--- src/rtl/dpram_pkg.sv ---
// Shared types and default constants for the dual-port RAM access controller.
package dpram_pkg;

  localparam int unsigned DPRAM_ADDR_W = 4;
  localparam int unsigned DPRAM_DATA_W = 8;
  localparam int unsigned DPRAM_RD_LAT = 1;
  localparam int unsigned COLL_CNT_W   = 8;
  // Wide enough for RD_LAT up to 4.
  localparam int unsigned LAT_CNT_W    = 3;

  typedef enum logic [1:0] {
    StIdle,
    StIssue,
    StWait,
    StResp
  } port_state_e;

endpackage

--- src/rtl/dpram_access_ctrl_if.sv ---
// Per-port request/response bus between a requester and the access controller.
interface dpram_access_ctrl_if #(
  parameter int unsigned ADDR_W = dpram_pkg::DPRAM_ADDR_W,
  parameter int unsigned DATA_W = dpram_pkg::DPRAM_DATA_W
) ();

  logic              req;
  logic              ack;
  logic              we;
  logic [ADDR_W-1:0] addr;
  logic [DATA_W-1:0] wdata;
  logic [DATA_W-1:0] rdata;
  logic              rvalid;
  logic              rready;

  modport master (
    output req, we, addr, wdata, rready,
    input  ack, rdata, rvalid
  );

  modport slave (
    input  req, we, addr, wdata, rready,
    output ack, rdata, rvalid
  );

endinterface

--- src/rtl/dpram_port_fsm.sv ---
// One port of the access controller: IDLE/ISSUE/WAIT/RESP FSM, registered RAM strobes,
// read-latency counter and response register.
module dpram_port_fsm
  import dpram_pkg::*;
#(
  parameter int unsigned ADDR_W = DPRAM_ADDR_W,
  parameter int unsigned DATA_W = DPRAM_DATA_W,
  parameter int unsigned RD_LAT = DPRAM_RD_LAT
) (
  input  logic              i_clk,
  input  logic              i_rst,
  input  logic              i_req,
  output logic              o_ready,
  input  logic              i_ack,
  input  logic              i_we,
  input  logic [ADDR_W-1:0] i_addr,
  input  logic [DATA_W-1:0] i_wdata,
  output logic [DATA_W-1:0] o_rdata,
  output logic              o_rvalid,
  input  logic              i_rready,
  output logic              o_ce,
  output logic              o_ram_we,
  output logic [ADDR_W-1:0] o_ram_addr,
  output logic [DATA_W-1:0] o_ram_wdata,
  input  logic [DATA_W-1:0] i_ram_rdata
);

  port_state_e          r_state;
  port_state_e          w_state_nxt;
  logic [LAT_CNT_W-1:0] r_lat_cnt;
  logic                 w_xfer;
  logic                 w_lat_done;

  // i_ack is o_ready after any stall gating applied by the parent.
  assign w_xfer     = i_req & i_ack;
  assign w_lat_done = (r_lat_cnt == LAT_CNT_W'(RD_LAT - 1));

  // State register
  always_ff @(posedge i_clk) begin
    if (i_rst) r_state <= StIdle;
    else       r_state <= w_state_nxt;
  end

  // Next-state logic
  always_comb begin
    w_state_nxt = r_state;
    unique case (r_state)
      StIdle:  if (w_xfer) w_state_nxt = StIssue;
      StIssue: w_state_nxt = o_ram_we ? StIdle : StWait;
      StWait:  if (w_lat_done) w_state_nxt = StResp;
      StResp:  if (i_rready) w_state_nxt = StIdle;
      default: w_state_nxt = StIdle;
    endcase
  end

  // FSM outputs; readiness is masked during reset so nothing is accepted then
  always_comb begin
    o_ready  = (r_state == StIdle) & ~i_rst;
    o_rvalid = (r_state == StResp);
  end

  // RAM-side strobes: CE/WE pulse for the single ISSUE cycle, address/data hold
  always_ff @(posedge i_clk) begin
    if (i_rst) begin
      o_ce        <= 1'b0;
      o_ram_we    <= 1'b0;
      o_ram_addr  <= '0;
      o_ram_wdata <= '0;
    end else begin
      o_ce     <= w_xfer;
      o_ram_we <= w_xfer & i_we;
      if (w_xfer) begin
        o_ram_addr  <= i_addr;
        o_ram_wdata <= i_wdata;
      end
    end
  end

  // Latency counter and read-data capture in the last WAIT cycle
  always_ff @(posedge i_clk) begin
    if (i_rst) begin
      r_lat_cnt <= '0;
      o_rdata   <= '0;
    end else if (r_state == StWait) begin
      r_lat_cnt <= w_lat_done ? '0 : r_lat_cnt + 1'b1;
      if (w_lat_done) o_rdata <= i_ram_rdata;
    end else begin
      r_lat_cnt <= '0;
    end
  end

endmodule

--- src/rtl/dpram_access_ctrl.sv ---
// Two-port access controller in front of a dual-port RAM. Optional same-address
// collision stall of port B is enabled by defining DPRAM_COLL_CHK_EN.
module dpram_access_ctrl
  import dpram_pkg::*;
#(
  parameter int unsigned ADDR_W = DPRAM_ADDR_W,
  parameter int unsigned DATA_W = DPRAM_DATA_W,
  parameter int unsigned RD_LAT = DPRAM_RD_LAT
) (
  input  logic                  i_clk,
  input  logic                  i_rst,
`ifdef DPRAM_COLL_CHK_EN
  output logic [COLL_CNT_W-1:0] o_coll_cnt,
`endif
  dpram_access_ctrl_if.slave    io_a,
  dpram_access_ctrl_if.slave    io_b,
  output logic                  o_a_ce,
  output logic                  o_a_we,
  output logic [ADDR_W-1:0]     o_a_addr,
  output logic [DATA_W-1:0]     o_a_wdata,
  input  logic [DATA_W-1:0]     i_a_ram_rdata,
  output logic                  o_b_ce,
  output logic                  o_b_we,
  output logic [ADDR_W-1:0]     o_b_addr,
  output logic [DATA_W-1:0]     o_b_wdata,
  input  logic [DATA_W-1:0]     i_b_ram_rdata
);

  logic w_a_ready;
  logic w_b_ready;
  logic w_b_stall;

`ifdef DPRAM_COLL_CHK_EN
  logic                  w_coll;
  logic [COLL_CNT_W-1:0] r_coll_cnt;

  // Both ports would transfer to the same address with at least one write: A wins
  assign w_coll = io_a.req & w_a_ready & io_b.req & w_b_ready &
                  (io_a.addr == io_b.addr) & (io_a.we | io_b.we);
  assign w_b_stall  = w_coll;
  assign o_coll_cnt = r_coll_cnt;

  // Saturating count of stalled cycles
  always_ff @(posedge i_clk) begin
    if (i_rst)                        r_coll_cnt <= '0;
    else if (w_coll && ~&r_coll_cnt) r_coll_cnt <= r_coll_cnt + 1'b1;
  end
`else
  assign w_b_stall = 1'b0;
`endif

  assign io_a.ack = w_a_ready;
  assign io_b.ack = w_b_ready & ~w_b_stall;

  dpram_port_fsm #(
    .ADDR_W (ADDR_W),
    .DATA_W (DATA_W),
    .RD_LAT (RD_LAT)
  ) u_port_a (
    .i_clk       (i_clk),
    .i_rst       (i_rst),
    .i_req       (io_a.req),
    .o_ready     (w_a_ready),
    .i_ack       (io_a.ack),
    .i_we        (io_a.we),
    .i_addr      (io_a.addr),
    .i_wdata     (io_a.wdata),
    .o_rdata     (io_a.rdata),
    .o_rvalid    (io_a.rvalid),
    .i_rready    (io_a.rready),
    .o_ce        (o_a_ce),
    .o_ram_we    (o_a_we),
    .o_ram_addr  (o_a_addr),
    .o_ram_wdata (o_a_wdata),
    .i_ram_rdata (i_a_ram_rdata)
  );

  dpram_port_fsm #(
    .ADDR_W (ADDR_W),
    .DATA_W (DATA_W),
    .RD_LAT (RD_LAT)
  ) u_port_b (
    .i_clk       (i_clk),
    .i_rst       (i_rst),
    .i_req       (io_b.req),
    .o_ready     (w_b_ready),
    .i_ack       (io_b.ack),
    .i_we        (io_b.we),
    .i_addr      (io_b.addr),
    .i_wdata     (io_b.wdata),
    .o_rdata     (io_b.rdata),
    .o_rvalid    (io_b.rvalid),
    .i_rready    (io_b.rready),
    .o_ce        (o_b_ce),
    .o_ram_we    (o_b_we),
    .o_ram_addr  (o_b_addr),
    .o_ram_wdata (o_b_wdata),
    .i_ram_rdata (i_b_ram_rdata)
  );

endmodule
--- src/flat_wrapper.sv ---
// flat-port wrapper written by rule: the top's interface ports become plain ports
module dpram_access_ctrl_flat import dpram_pkg::*;
#(
  parameter int unsigned ADDR_W = DPRAM_ADDR_W,
  parameter int unsigned DATA_W = DPRAM_DATA_W,
  parameter int unsigned RD_LAT = DPRAM_RD_LAT
)
  (i_clk, i_rst, o_a_ce, o_a_we, o_a_addr, o_a_wdata, i_a_ram_rdata, o_b_ce, o_b_we, o_b_addr, o_b_wdata, i_b_ram_rdata, io_a_req, io_a_we, io_a_addr, io_a_wdata, io_a_rready, io_a_ack, io_a_rdata, io_a_rvalid, io_b_req, io_b_we, io_b_addr, io_b_wdata, io_b_rready, io_b_ack, io_b_rdata, io_b_rvalid);
  dpram_access_ctrl_if #(.ADDR_W(ADDR_W), .DATA_W(DATA_W)) io_a_i ();
  dpram_access_ctrl_if #(.ADDR_W(ADDR_W), .DATA_W(DATA_W)) io_b_i ();
  input  logic i_clk;
  input  logic i_rst;
  output logic o_a_ce;
  output logic o_a_we;
  output logic [ADDR_W-1:0] o_a_addr;
  output logic [DATA_W-1:0] o_a_wdata;
  input  logic [DATA_W-1:0] i_a_ram_rdata;
  output logic o_b_ce;
  output logic o_b_we;
  output logic [ADDR_W-1:0] o_b_addr;
  output logic [DATA_W-1:0] o_b_wdata;
  input  logic [DATA_W-1:0] i_b_ram_rdata;
  input wire logic [$bits(io_a_i.req)-1:0] io_a_req;
  input wire logic [$bits(io_a_i.we)-1:0] io_a_we;
  input wire logic [$bits(io_a_i.addr)-1:0] io_a_addr;
  input wire logic [$bits(io_a_i.wdata)-1:0] io_a_wdata;
  input wire logic [$bits(io_a_i.rready)-1:0] io_a_rready;
  output wire logic [$bits(io_a_i.ack)-1:0] io_a_ack;
  output wire logic [$bits(io_a_i.rdata)-1:0] io_a_rdata;
  output wire logic [$bits(io_a_i.rvalid)-1:0] io_a_rvalid;
  input wire logic [$bits(io_b_i.req)-1:0] io_b_req;
  input wire logic [$bits(io_b_i.we)-1:0] io_b_we;
  input wire logic [$bits(io_b_i.addr)-1:0] io_b_addr;
  input wire logic [$bits(io_b_i.wdata)-1:0] io_b_wdata;
  input wire logic [$bits(io_b_i.rready)-1:0] io_b_rready;
  output wire logic [$bits(io_b_i.ack)-1:0] io_b_ack;
  output wire logic [$bits(io_b_i.rdata)-1:0] io_b_rdata;
  output wire logic [$bits(io_b_i.rvalid)-1:0] io_b_rvalid;
  assign io_a_i.req = io_a_req;
  assign io_a_i.we = io_a_we;
  assign io_a_i.addr = io_a_addr;
  assign io_a_i.wdata = io_a_wdata;
  assign io_a_i.rready = io_a_rready;
  assign io_a_ack = io_a_i.ack;
  assign io_a_rdata = io_a_i.rdata;
  assign io_a_rvalid = io_a_i.rvalid;
  assign io_b_i.req = io_b_req;
  assign io_b_i.we = io_b_we;
  assign io_b_i.addr = io_b_addr;
  assign io_b_i.wdata = io_b_wdata;
  assign io_b_i.rready = io_b_rready;
  assign io_b_ack = io_b_i.ack;
  assign io_b_rdata = io_b_i.rdata;
  assign io_b_rvalid = io_b_i.rvalid;
  dpram_access_ctrl #(.ADDR_W(ADDR_W), .DATA_W(DATA_W), .RD_LAT(RD_LAT)) u_core (.i_clk(i_clk), .i_rst(i_rst), .io_a(io_a_i), .io_b(io_b_i), .o_a_ce(o_a_ce), .o_a_we(o_a_we), .o_a_addr(o_a_addr), .o_a_wdata(o_a_wdata), .i_a_ram_rdata(i_a_ram_rdata), .o_b_ce(o_b_ce), .o_b_we(o_b_we), .o_b_addr(o_b_addr), .o_b_wdata(o_b_wdata), .i_b_ram_rdata(i_b_ram_rdata));
endmodule
--- config.mk ---
export PLATFORM = sky130hd
export DESIGN_NAME = dpram_access_ctrl_flat
export DESIGN_NICKNAME = d
export VERILOG_FILES = /design/src/rtl/dpram_pkg.sv /design/src/rtl/dpram_access_ctrl_if.sv /design/src/rtl/dpram_port_fsm.sv /design/src/rtl/dpram_access_ctrl.sv /design/src/flat_wrapper.sv
export SDC_FILE = /design/constraint.sdc
export NUM_CORES = 1
export LEC_CHECK = 0
export CAP_MARGIN = 10
export CORE_ASPECT_RATIO = 2
export CORE_MARGIN = 5
export CORE_UTILIZATION = 25
export DETAILED_ROUTE_END_ITERATION = 8
export GPL_TIMING_DRIVEN = 0
export PLACE_DENSITY = 0.55
export SLEW_MARGIN = 20
export SYNTH_ARGS = -nofsm -noshare
export SYNTH_HDL_FRONTEND = slang
export SYNTH_HIERARCHICAL = 1
export SYNTH_SLANG_ARGS = --single-unit
--- constraint.sdc ---
create_clock -name i_clk -period 1.8 [get_ports i_clk]
set_input_delay 0.18 -clock i_clk [delete_from_list [all_inputs] [get_ports i_clk]]
set_output_delay 0.18 -clock i_clk [all_outputs]
set_load 0.03 [all_outputs]
==> flow_metrics.py <==
metrics = {
    "run_status": {
        "run_status": "completed",
    },
    "drt": {
        "first_pass_iters": 4,
        "wl_um": 5580,
        "vias": 1918,
        "via_per_inst": 4.359,
        "antenna_left": 0,
        "drt_iter0_drc": 58,
        "drcViolationCount": 0,
        "post_drt_wl_per_cell_um": 12.68,
    },
    "power_and_ir_drop": {
        "irDropWorstVdd_v": 0.0004272,
        "p_total_w": 0.002929,
        "p_leak_nw": 1.158,
        "power.density_nw_per_um2": 909.3,
    },
    "timing": {
        "grt_setup_unrepaired": "no",
        "min_period_ps": 1544,
        "period_share_pct": 85.78,
        "clock_skew_ps": 3.689,
        "max_freq_mhz": 647.6,
        "fin_hold_ws_ps": 221.9,
        "setup_viol": 0,
        "setup_slack_ps": 255.9,
        "hold_viol_final": 0,
        "worstMarginPinSlew_ps": 475.3,
        "slew_headroom_pct": 68.32,
        "drv_slew": 0,
        "finalSetupTns_ps": 0,
    },
    "clock_network": {
        "hold_buffers": 0,
        "clock_path_buffers": 2,
        "cts-root-buf": "clkbuf_16",
        "cts_max_level": 2,
        "path_clk_slew_ps": 70,
        "cts_setup_buffers": 0,
        "numCtsBuffers": 5,
        "tritoncts": "built",
        "cts_resized": 4,
        "clock_sinks": 54,
        "clk_latency_ps": 290,
    },
    "layout": {
        "drive_above_1_share_pct": 5.523,
        "synthToLayoutAreaGrowth_pct": 61.95,
        "seq_area_sq_um": 1081,
        "final_cells": 440,
        "mostFrequentLayoutCell": "clkdlybuf4s50_1",
        "fillers": 796,
        "multi_input_area_sq_um": 833.3,
        "nets": 395,
        "final_cell_mix": "clkdlybuf4s50_1 (90), nand2_1 (86), dfxtp_1 (54), a21oi_1 (40), nor2_1 (12)",
        "antenna_cells": 0,
    },
    "placement": {
        "dp_hpwl_um": 4371,
        "dp_slack_ps": 263.2,
        "place.port_buffers": 94,
        "gp_congestion": 0.7659,
        "dp_cells": 432,
    },
    "yosys": {
        "syn-cell-area_sq_um": 1989,
        "netlist_instances": 242,
        "synth_compound_area_share_pct": 11.45,
        "ys_seq_elements": 54,
        "synth_nets": 294,
        "synth_simple_gate_area_share_pct": 26.42,
        "postSynthAreaPerCell_sq_um": 8.221,
        "synth_seq_area_share_pct": 54.34,
        "synth_fa_ha_area_share_pct": 2.516,
        "synth-xor-area-share_pct": 0,
        "yosysWarnings": 6,
        "synth.distinct_cells": 20,
        "synthMuxAreaShare_pct": 1.006,
        "synth_top_family_by_area": "simple AND/OR/NAND/NOR gates",
    },
    "setup_path": {
        "worst_setup_path_start_kind": "flop",
        "critPathArrivalTime_ps": 1360,
        "rr_startpoint": "u_core/u_port_b/r_state[0]",
        "r2r_setup_slack_ps": 420,
        "r2r_end": "u_core/u_port_b/r_state[0]",
        "r2r_cells": 4,
        "worstSetupPathType": "flop to output pin",
        "crit_required_ps": 1620,
        "worstPathMaxFanout": 8,
        "endpoint_kind": "output pin",
    },
    "global_route": {
        "grt_use_total_pct": 11.33,
        "grt_pass1_wl_um": 8756,
        "grt_pass1_vias": 1826,
        "grt_max_degree": 17,
        "grt_overflow": 0,
        "antenna_found_initial": 0,
    },
    "floorplan": {
        "die_x_um": 73.08,
        "row_count": 46,
        "dieArea_sq_um": 9950,
        "die_h_um": 136.2,
        "core_sq_um": 7828,
        "initial_core_util_pct": 25.42,
        "io-pin-count": 96,
    },
    "job": {
        "cap_viol_max_count": 0,
    },
    "hold_path": {
        "holdPathEnd": "u_core/u_port_a/o_ram_wdata[5]",
        "min_path_cells": 2,
        "hold_class": "primary input to flop",
        "min-delay-start": "i_rst",
    },
}
[power breakdown]
group	switching (W)	internal, W	total, W
logic	0.000290	0.000261	0.000551
registers	0.0000445	0.00126	0.00131
clock network	0.000417	0.000657	0.00107
[kinds of logic after synthesis]
kind of cell | Yosys count
simple gates | 120
flops | 54
compound gates | 44
buf+inv | 18
fa+ha+maj | 4
mux | 2
[sequential cells by signal, indices dropped and copies added, names as in the netlist, named ones only]
name,cells
u_core/u_port_a/o_ram_we,1
u_core/u_port_a/o_ram_wdata,8
u_core/u_port_a/o_rdata,8
u_core/u_port_a/r_state,1
u_core/u_port_b/o_rdata,8
u_core/u_port_a/r_lat_cnt,3
u_core/u_port_b/o_ce,1
u_core/u_port_b/o_ram_we,1
u_core/u_port_a/o_ram_addr,4
u_core/u_port_b/o_ram_addr,4
u_core/u_port_b/r_state,1
u_core/u_port_b/o_ram_wdata,8
u_core/u_port_a/o_ce,1
u_core/u_port_b/r_lat_cnt,3
[worst max path at each step]
stage | endpoint | slack (ps) | start | depth (start not counted)
final | io_b_ack | 260 | u_core/u_port_b/r_state[0] | 2
after global routing | io_b_ack | 130 | u_core/u_port_b/r_state[0] | 2
after CTS | io_b_ack | 220 | u_core/u_port_b/r_state[0] | 2
after detailed placement | io_b_ack | 260 | u_core/u_port_b/r_state[0] | 2
after global placement | io_b_ack | 260 | u_core/u_port_b/r_state[0] | 2
after floorplan | u_core/u_port_a/r_state[0] | 200 | u_core/u_port_a/r_state[0] | 4
[Yosys cell counts (all sizes together)]
| cell | number | area, sq um |
|---|---|---|
| a31oi | 2 | 12.51 |
| nor2 | 12 | 45.04 |
| dfxtp | 54 | 1081 |
| mux2i | 2 | 20.02 |
| or3 | 2 | 12.51 |
| clkbuf | 4 | 15.01 |
| nand2b | 2 | 12.51 |
| and4bb | 2 | 25.02 |
| inv | 4 | 15.01 |
| nor3b | 2 | 15.01 |
| nor2b | 2 | 12.51 |
| nand4bb | 2 | 22.52 |
| a21oi | 40 | 200.2 |
| buf | 10 | 55.05 |
| and2 | 6 | 37.54 |
| nor3 | 4 | 20.02 |
| ha | 4 | 50.05 |
| nand2 | 86 | 322.8 |
| a22oi | 2 | 15.01 |
[per-layer routing]
| layer | wire [um] | part of all wire, % | global-route usage (%) | up-vias |
|---|---|---|---|---|
| li1 | - | - | - | 985 |
| met3 | 613 | 11 | 4.071 | 5 |
| met1 | 2351 | 42 | 14.39 | 853 |
| met4 | 78 | 1.4 | 5.236 | 0 |
| met5 | 0 | 0 | 0 | - |
| met2 | 2538 | 45 | 16.85 | 75 |
[worst max-delay path: stages, from the launching register on]
cell,delay (ps)
dfxtp_1,370
nor3_2,260
dlygate4sd2_1,450
[final cells by class]
class	instances	area share [%]
clock buffers	6	4.000
repair buffers	94	29.05
plain buffers	14	2.175
well taps	96	3.728
inverters	4	0.4660
clock inverters	2	1.165
flip-flops and latches	54	33.55
multi-input cells	170	25.86
[stage by stage]
stage	utilization (%)	instance area, sq um
floorplan	-	1999
global placement	39.10	3060
detailed placement	39.10	3060
CTS	41.16	3222
global route	41.16	3222
finish	41.16	3222
Note: power is estimated with default switching activity, not from simulation.
